**config.mk**
```make
export PLATFORM = sky130hd
export DESIGN_NAME = uart_tx_fifo_flat
export DESIGN_NICKNAME = d
export VERILOG_FILES = /design/src/rtl/uart_tx_fifo_if.sv /design/src/rtl/uart_tx_fifo.sv /design/src/flat_wrapper.sv
export SDC_FILE = /design/constraint.sdc
export NUM_CORES = 1
export LEC_CHECK = 0
export ABC_AREA = 1
export BUFFER_PORTS_ARGS = -buffer_cell sky130_fd_sc_hd__buf_4
export CAP_MARGIN = 20
export CORE_MARGIN = 2
export CORE_UTILIZATION = 51
export CTS_BUF_LIST = sky130_fd_sc_hd__clkbuf_8
export DETAILED_ROUTE_END_ITERATION = 12
export PLACE_DENSITY = 0.71
export SYNTH_ARGS = -nofsm -noshare
export SYNTH_HDL_FRONTEND = slang
export SYNTH_SLANG_ARGS = --single-unit
```
**constraint.sdc**
```tcl
create_clock -name Clk -period 2.5 [get_ports Clk]
set_input_delay 0.25 -clock Clk [delete_from_list [all_inputs] [get_ports Clk]]
set_output_delay 0.25 -clock Clk [all_outputs]
set_load 0.01 [all_outputs]
```
**src/rtl/uart_tx_fifo_if.sv**
```systemverilog
// Minimal AXI4-Stream link: only tdata/tvalid/tready are carried.
interface taxi_axis_if #(
  parameter int DATA_W = 8
);
  logic [DATA_W-1:0] tdata;
  logic              tvalid;
  logic              tready;

  modport src (output tdata, output tvalid, input tready);
  modport snk (input tdata, input tvalid, output tready);
endinterface

```
**src/rtl/uart_tx_fifo.sv**
```systemverilog
// FWFT byte FIFO feeding the UART transmitter: a byte pushed at edge N is presented from cycle N+1.
// Backpressure: tready drops when full or disabled; tvalid drops when empty or disabled; flush empties in one cycle.
module uart_tx_fifo #(
  parameter  int DEPTH  = 16,
  parameter  int DATA_W = 8,
  localparam int LVL_W  = $clog2(DEPTH + 1)
) (
  input  logic             Clk,
  input  logic             Rst,
  input  logic             En,
  input  logic             flush,
  taxi_axis_if.snk         s_axis,
  taxi_axis_if.src         m_axis,
  input  logic [LVL_W-1:0] low_thresh,
  output logic [LVL_W-1:0] level,
  output logic             full,
  output logic             empty,
  output logic             low_water,
  output logic             drained
);

  localparam int ADDR_W = $clog2(DEPTH);
  localparam int PTR_W  = ADDR_W + 1;

  logic [DATA_W-1:0] mem [DEPTH];
  logic [PTR_W-1:0]  wr_ptr;
  logic [PTR_W-1:0]  rd_ptr;
  logic              push;
  logic              pop;

  // The extra pointer MSB lets level reach DEPTH without aliasing to empty.
  assign level     = LVL_W'(wr_ptr - rd_ptr);
  assign full      = (level == LVL_W'(DEPTH));
  assign empty     = (level == '0);
  assign low_water = (level <= low_thresh);

  assign s_axis.tready = En && !full;
  assign m_axis.tvalid = En && !empty;
  assign m_axis.tdata  = mem[rd_ptr[ADDR_W-1:0]];

  assign push = s_axis.tvalid && s_axis.tready;
  assign pop  = m_axis.tvalid && m_axis.tready;

  always_ff @(posedge Clk) begin
    if (Rst) begin
      wr_ptr  <= '0;
      rd_ptr  <= '0;
      drained <= 1'b0;
    end else if (flush) begin
      rd_ptr  <= wr_ptr;
      drained <= 1'b0;
    end else begin
      if (push) begin
        wr_ptr <= wr_ptr + PTR_W'(1);
      end
      if (pop) begin
        rd_ptr <= rd_ptr + PTR_W'(1);
      end
      drained <= pop && !push && (level == LVL_W'(1));
    end
  end

  // Contents are never reset; only handshakes that survive reset/flush are written.
  always_ff @(posedge Clk) begin
    if (push && !flush && !Rst) begin
      mem[wr_ptr[ADDR_W-1:0]] <= s_axis.tdata;
    end
  end

endmodule

```
**src/flat_wrapper.sv**
```systemverilog
// flat-port wrapper written by rule: the top's interface ports become plain ports
module uart_tx_fifo_flat 
#(
  parameter  int DEPTH  = 16,
  parameter  int DATA_W = 8,
  localparam int LVL_W  = $clog2(DEPTH + 1)
)
  (Clk, Rst, En, flush, low_thresh, level, full, empty, low_water, drained, s_axis_tdata, s_axis_tvalid, s_axis_tready, m_axis_tdata, m_axis_tvalid, m_axis_tready);
  taxi_axis_if #(.DATA_W(DATA_W)) s_axis_i ();
  taxi_axis_if #(.DATA_W(DATA_W)) m_axis_i ();
  input  logic Clk;
  input  logic Rst;
  input  logic En;
  input  logic flush;
  input  logic [LVL_W-1:0] low_thresh;
  output logic [LVL_W-1:0] level;
  output logic full;
  output logic empty;
  output logic low_water;
  output logic drained;
  input wire logic [$bits(s_axis_i.tdata)-1:0] s_axis_tdata;
  input wire logic [$bits(s_axis_i.tvalid)-1:0] s_axis_tvalid;
  output wire logic [$bits(s_axis_i.tready)-1:0] s_axis_tready;
  output wire logic [$bits(m_axis_i.tdata)-1:0] m_axis_tdata;
  output wire logic [$bits(m_axis_i.tvalid)-1:0] m_axis_tvalid;
  input wire logic [$bits(m_axis_i.tready)-1:0] m_axis_tready;
  assign s_axis_i.tdata = s_axis_tdata;
  assign s_axis_i.tvalid = s_axis_tvalid;
  assign s_axis_tready = s_axis_i.tready;
  assign m_axis_tdata = m_axis_i.tdata;
  assign m_axis_tvalid = m_axis_i.tvalid;
  assign m_axis_i.tready = m_axis_tready;
  uart_tx_fifo #(.DEPTH(DEPTH), .DATA_W(DATA_W)) u_core (.Clk(Clk), .Rst(Rst), .En(En), .flush(flush), .s_axis(s_axis_i), .m_axis(m_axis_i), .low_thresh(low_thresh), .level(level), .full(full), .empty(empty), .low_water(low_water), .drained(drained));
endmodule
```
==> key figures <==
Outcome
  • Result of the run: finished, violations left
  • Failing checks: setup timing

Critical path
  • CP arrival: 2.52 ns
  • CP max FO: 3
  • Worst setup path class: reg2out
  • Critical Path RT: 2.25 ns
  • RR Startpoint: u_core.wr_ptr[0]
  • Worst r2r path cells: 13
  • FF-to-FF End: u_core.mem[8][2]
  • Flop-to-flop setup slack: -0.15 ns
  • Worst setup EP type: output port
  • CP startpoint kind: flip-flop

STA
  • Hold Fails Final Rpt: 0
  • Final min period: 2.766 ns
  • Fin crit share: 110.6%
  • Rel. slew slack: 68.90%
  • Highest Clock Rate: 0.3615 GHz
  • Worst slew pin tran: 0.4653 ns
  • Clk_skew: 0.01261 ns
  • Final setup TNS: -16.27 ns
  • Worst setup margin: -0.2659 ns
  • Setup repair after global routing missed its margin: true
  • Max-slew violations: 0
  • Final setup fails: 124

Clock tree
  • CTS max path bufs: 2
  • Worst-path clk slew: 0.08 ns
  • Root Driver: clkbuf_8
  • Clk Latency, worst-skew pair: 0.44 ns
  • TritonCTS Buffers: 17
  • CTS Hold Buffers Added: 0
  • H-tree depth: 4
  • Clock sink total: 143
  • CTS tree: done

Placement
  • Placed Cells: 722
  • DP Worst Slack: -0.03473 ns
  • IO buf count: 37
  • Placed cell area: 0.006983 mm²
  • Hpwl dp: 9560 µm
  • Final GP Congestion: 0.8296

Cells and area
  • Design area: 0.007757 mm²
  • Fraction of layout cells with a size suffix above 1: 25.67%
  • Fin cells: 768
  • Inserted Diodes: 0
  • Nets: 621
  • Most frequent cells in the layout: edfxtp_1 (128), inv_1 (64), buf_4 (57), o21ai_0 (43), nand2_1 (40)
  • Area growth syn-to-layout: 23.02%
  • Most common cell after layout, fill and taps aside: edfxtp_1

Synth
  • Synthesized net count: 557
  • Synth async-reset ratio: 0%
  • Mux cell area share after synthesis: 5.079%
  • Sequential share of the synthesized area: 65.71%
  • Main flop type after synthesis: edfxtp_1
  • Top post-synthesis cells by area: edfxtp_1 (61%), mux2i_1 (5.1%), dfxtp_1 (4.8%)
  • EDFF count, synth: 128
  • Synthesized-area fraction occupied by adder cells: 3.095%
  • Post-synthesis register bit count: 143
  • Synth top area share: 60.95%
  • Complex-gate fraction of the synthesized area: 10.97%
  • Cells after synthesis: 523
  • Synth area leader: edfxtp_1
  • Mapped Area: 0.006306 mm²
  • Xor/xnor cell area share of the yosys netlist: 0.3968%
  • Simple-gate share of the synthesized area: 9.167%
  • Synth unique cells: 35
  • Main combinational cell family by area after synthesis: compound AO/OA/AOI/OAI gates
  • Mean Syn Cell Area: 12.06 µm²
  • Yosys warning total: 0

Pwr
  • Pwr Density: 723.0 mW/mm²
  • Lkg Pwr: 2.862 nW
  • Internal power: 0.004265 W
  • P_sw: 0.001343 W
  • Worst VDD drop: 0.3540 mV
  • Pwr Total: 0.005608 W
  • Logic gate share of total power: 15.9%
  • Clock network power share: 37.0%
  • Sw Ratio: 23.95%
  • Power share of the sequential group: 47.2%

Worst hold path
  • Type of the tightest min-delay check: in2reg
  • Hold path start: Rst
  • Hold Crit Depth: 2
  • WHS Endpoint: u_core.rd_ptr[4]

Global route
  • Met3 Usage GRT: 4.375%
  • M2 GR Usage: 36.08%
  • Met1 Use GR: 32.04%
  • Antenna violations before repair: 0
  • Overflow after GRT: 0
  • Gr busiest metal: met2
  • Largest net degree at the start of global routing: 47
  • Gr usage total: 22.87%
  • First-pass GRT wire length: 22020 µm
  • Vias in the first global route: 4043

Detailed routing
  • Final ANT Viol Nets: 0
  • WL final: 14650 µm
  • Wirelength per Cell: 19.08 µm
  • Via count: 4250
  • DRT iter0 DRCs: 507
  • DRC: 0
  • DRT Pass-1 Iters: 5
  • Via/cell ratio: 5.534

Run
  • MaxCap Viol Count: 0

Floorplan
  • Die Wd: 115.2 µm
  • Initial Utilization: 52.28%
  • DIE AREA: 0.01327 mm²
  • Core ar.: 0.01206 mm²
  • IO Pins: 38
  • Die Ht: 115.2 µm
  • Rows: 40
[layer usage]
layer  vias to the layer above  share of wire (%)
met5                         -                  0
met4                         0                1.5
met3                        23                5.5
met2                       147                 49
met1                      2076                 44
li1                       2004                  -
[sequential cells by signal, summed over array words and instances (netlist names), named ones only]
| signal | count |
|---|---|
| u_core.drained | 1 |
| u_core.mem | 128 |
| u_core.rd_ptr | 5 |
| u_core.wr_ptr | 5 |
[per-stage QoR]
step                      utilization (%)  hold WS (ns)
final                               64.32       0.07006
after floorplan                         -        0.3191
after global routing                64.32       0.04619
after CTS                           62.98       0.02183
after detailed placement            57.89        0.5136
after global placement              57.89        0.5005
[synth_stat cells, types with 2 or more instances]
cell type and number:
nand2_1 47, clkbuf_1 14, a21oi_1 37, buf_2 5
o211ai_1 32, nand4_1 4, nand3_1 28, dfxtp_1 15
buf_4 3, o22ai_1 2, inv_1 65, ha_1 14
edfxtp_1 128, nor2_1 32, nand2_2 3, nor2_4 2
mux2i_1 32, o21ai_0 43
[cell type report]
type,count,area [µm²]
Timing Repair Buffer,68,576.8
Fill cell,880,4304
Sequential cell,143,4151
Clock inverter,12,188.9
Inverter,66,247.7
Tap cell,168,210.2
Multi-Input combinational cell,291,2107
Clock buffer,20,275.3
[power groups by stage]
stage	Sequential, W	Combinational (W)	Clock [W]
after floorplan	0.00268	0.000440	0
after global placement	0.00270	0.000689	0
after detailed placement	0.00270	0.000703	0
after CTS	0.00265	0.000795	0.00210
after global routing	0.00265	0.000969	0.00220
final	0.00265	0.000891	0.00207
[cells by family (layout without fill, tap and decap cells)]
group / after synthesis / after routing
compound gates: 118 / 118
simple gates: 124 / 124
buf+inv: 89 / 166
xor+xnor: 2 / 2
flops: 143 / 143
fa+ha+maj: 15 / 15
mux: 32 / 32
[how the worst max path moves through the flow]
stage,slack (ns),start,depth (start not counted),endpoint
after CTS,-0.25,u_core.wr_ptr[0],12,low_water
final,-0.27,u_core.wr_ptr[0],12,low_water
after floorplan,0.009,u_core.wr_ptr[0],11,u_core.mem[10][0]
after global placement,0.02,u_core.wr_ptr[0],11,u_core.mem[13][2]
after global routing,-0.36,u_core.wr_ptr[0],12,low_water
after detailed placement,-0.03,u_core.wr_ptr[0],11,u_core.mem[13][0]
[timing repair]
item,in CTS,in global routing
setup endpoints to repair,114,149
buffers inserted,9,7
pin swaps,16,7
resized for setup,14,22
[critical path: stages (launching register included)]
cell and delay (ns):
dfxtp_2 0.34, inv_2 0.05, ha_4 0.15, fa_2 0.33, nand3b_1 0.23, nand2_1 0.12
nand2_1 0.06, nand2_2 0.08, buf_6 0.10, ha_4 0.19, a21o_1 0.16, o22ai_2 0.11
buf_4 0.14
Power figures use the tool's default switching activity.
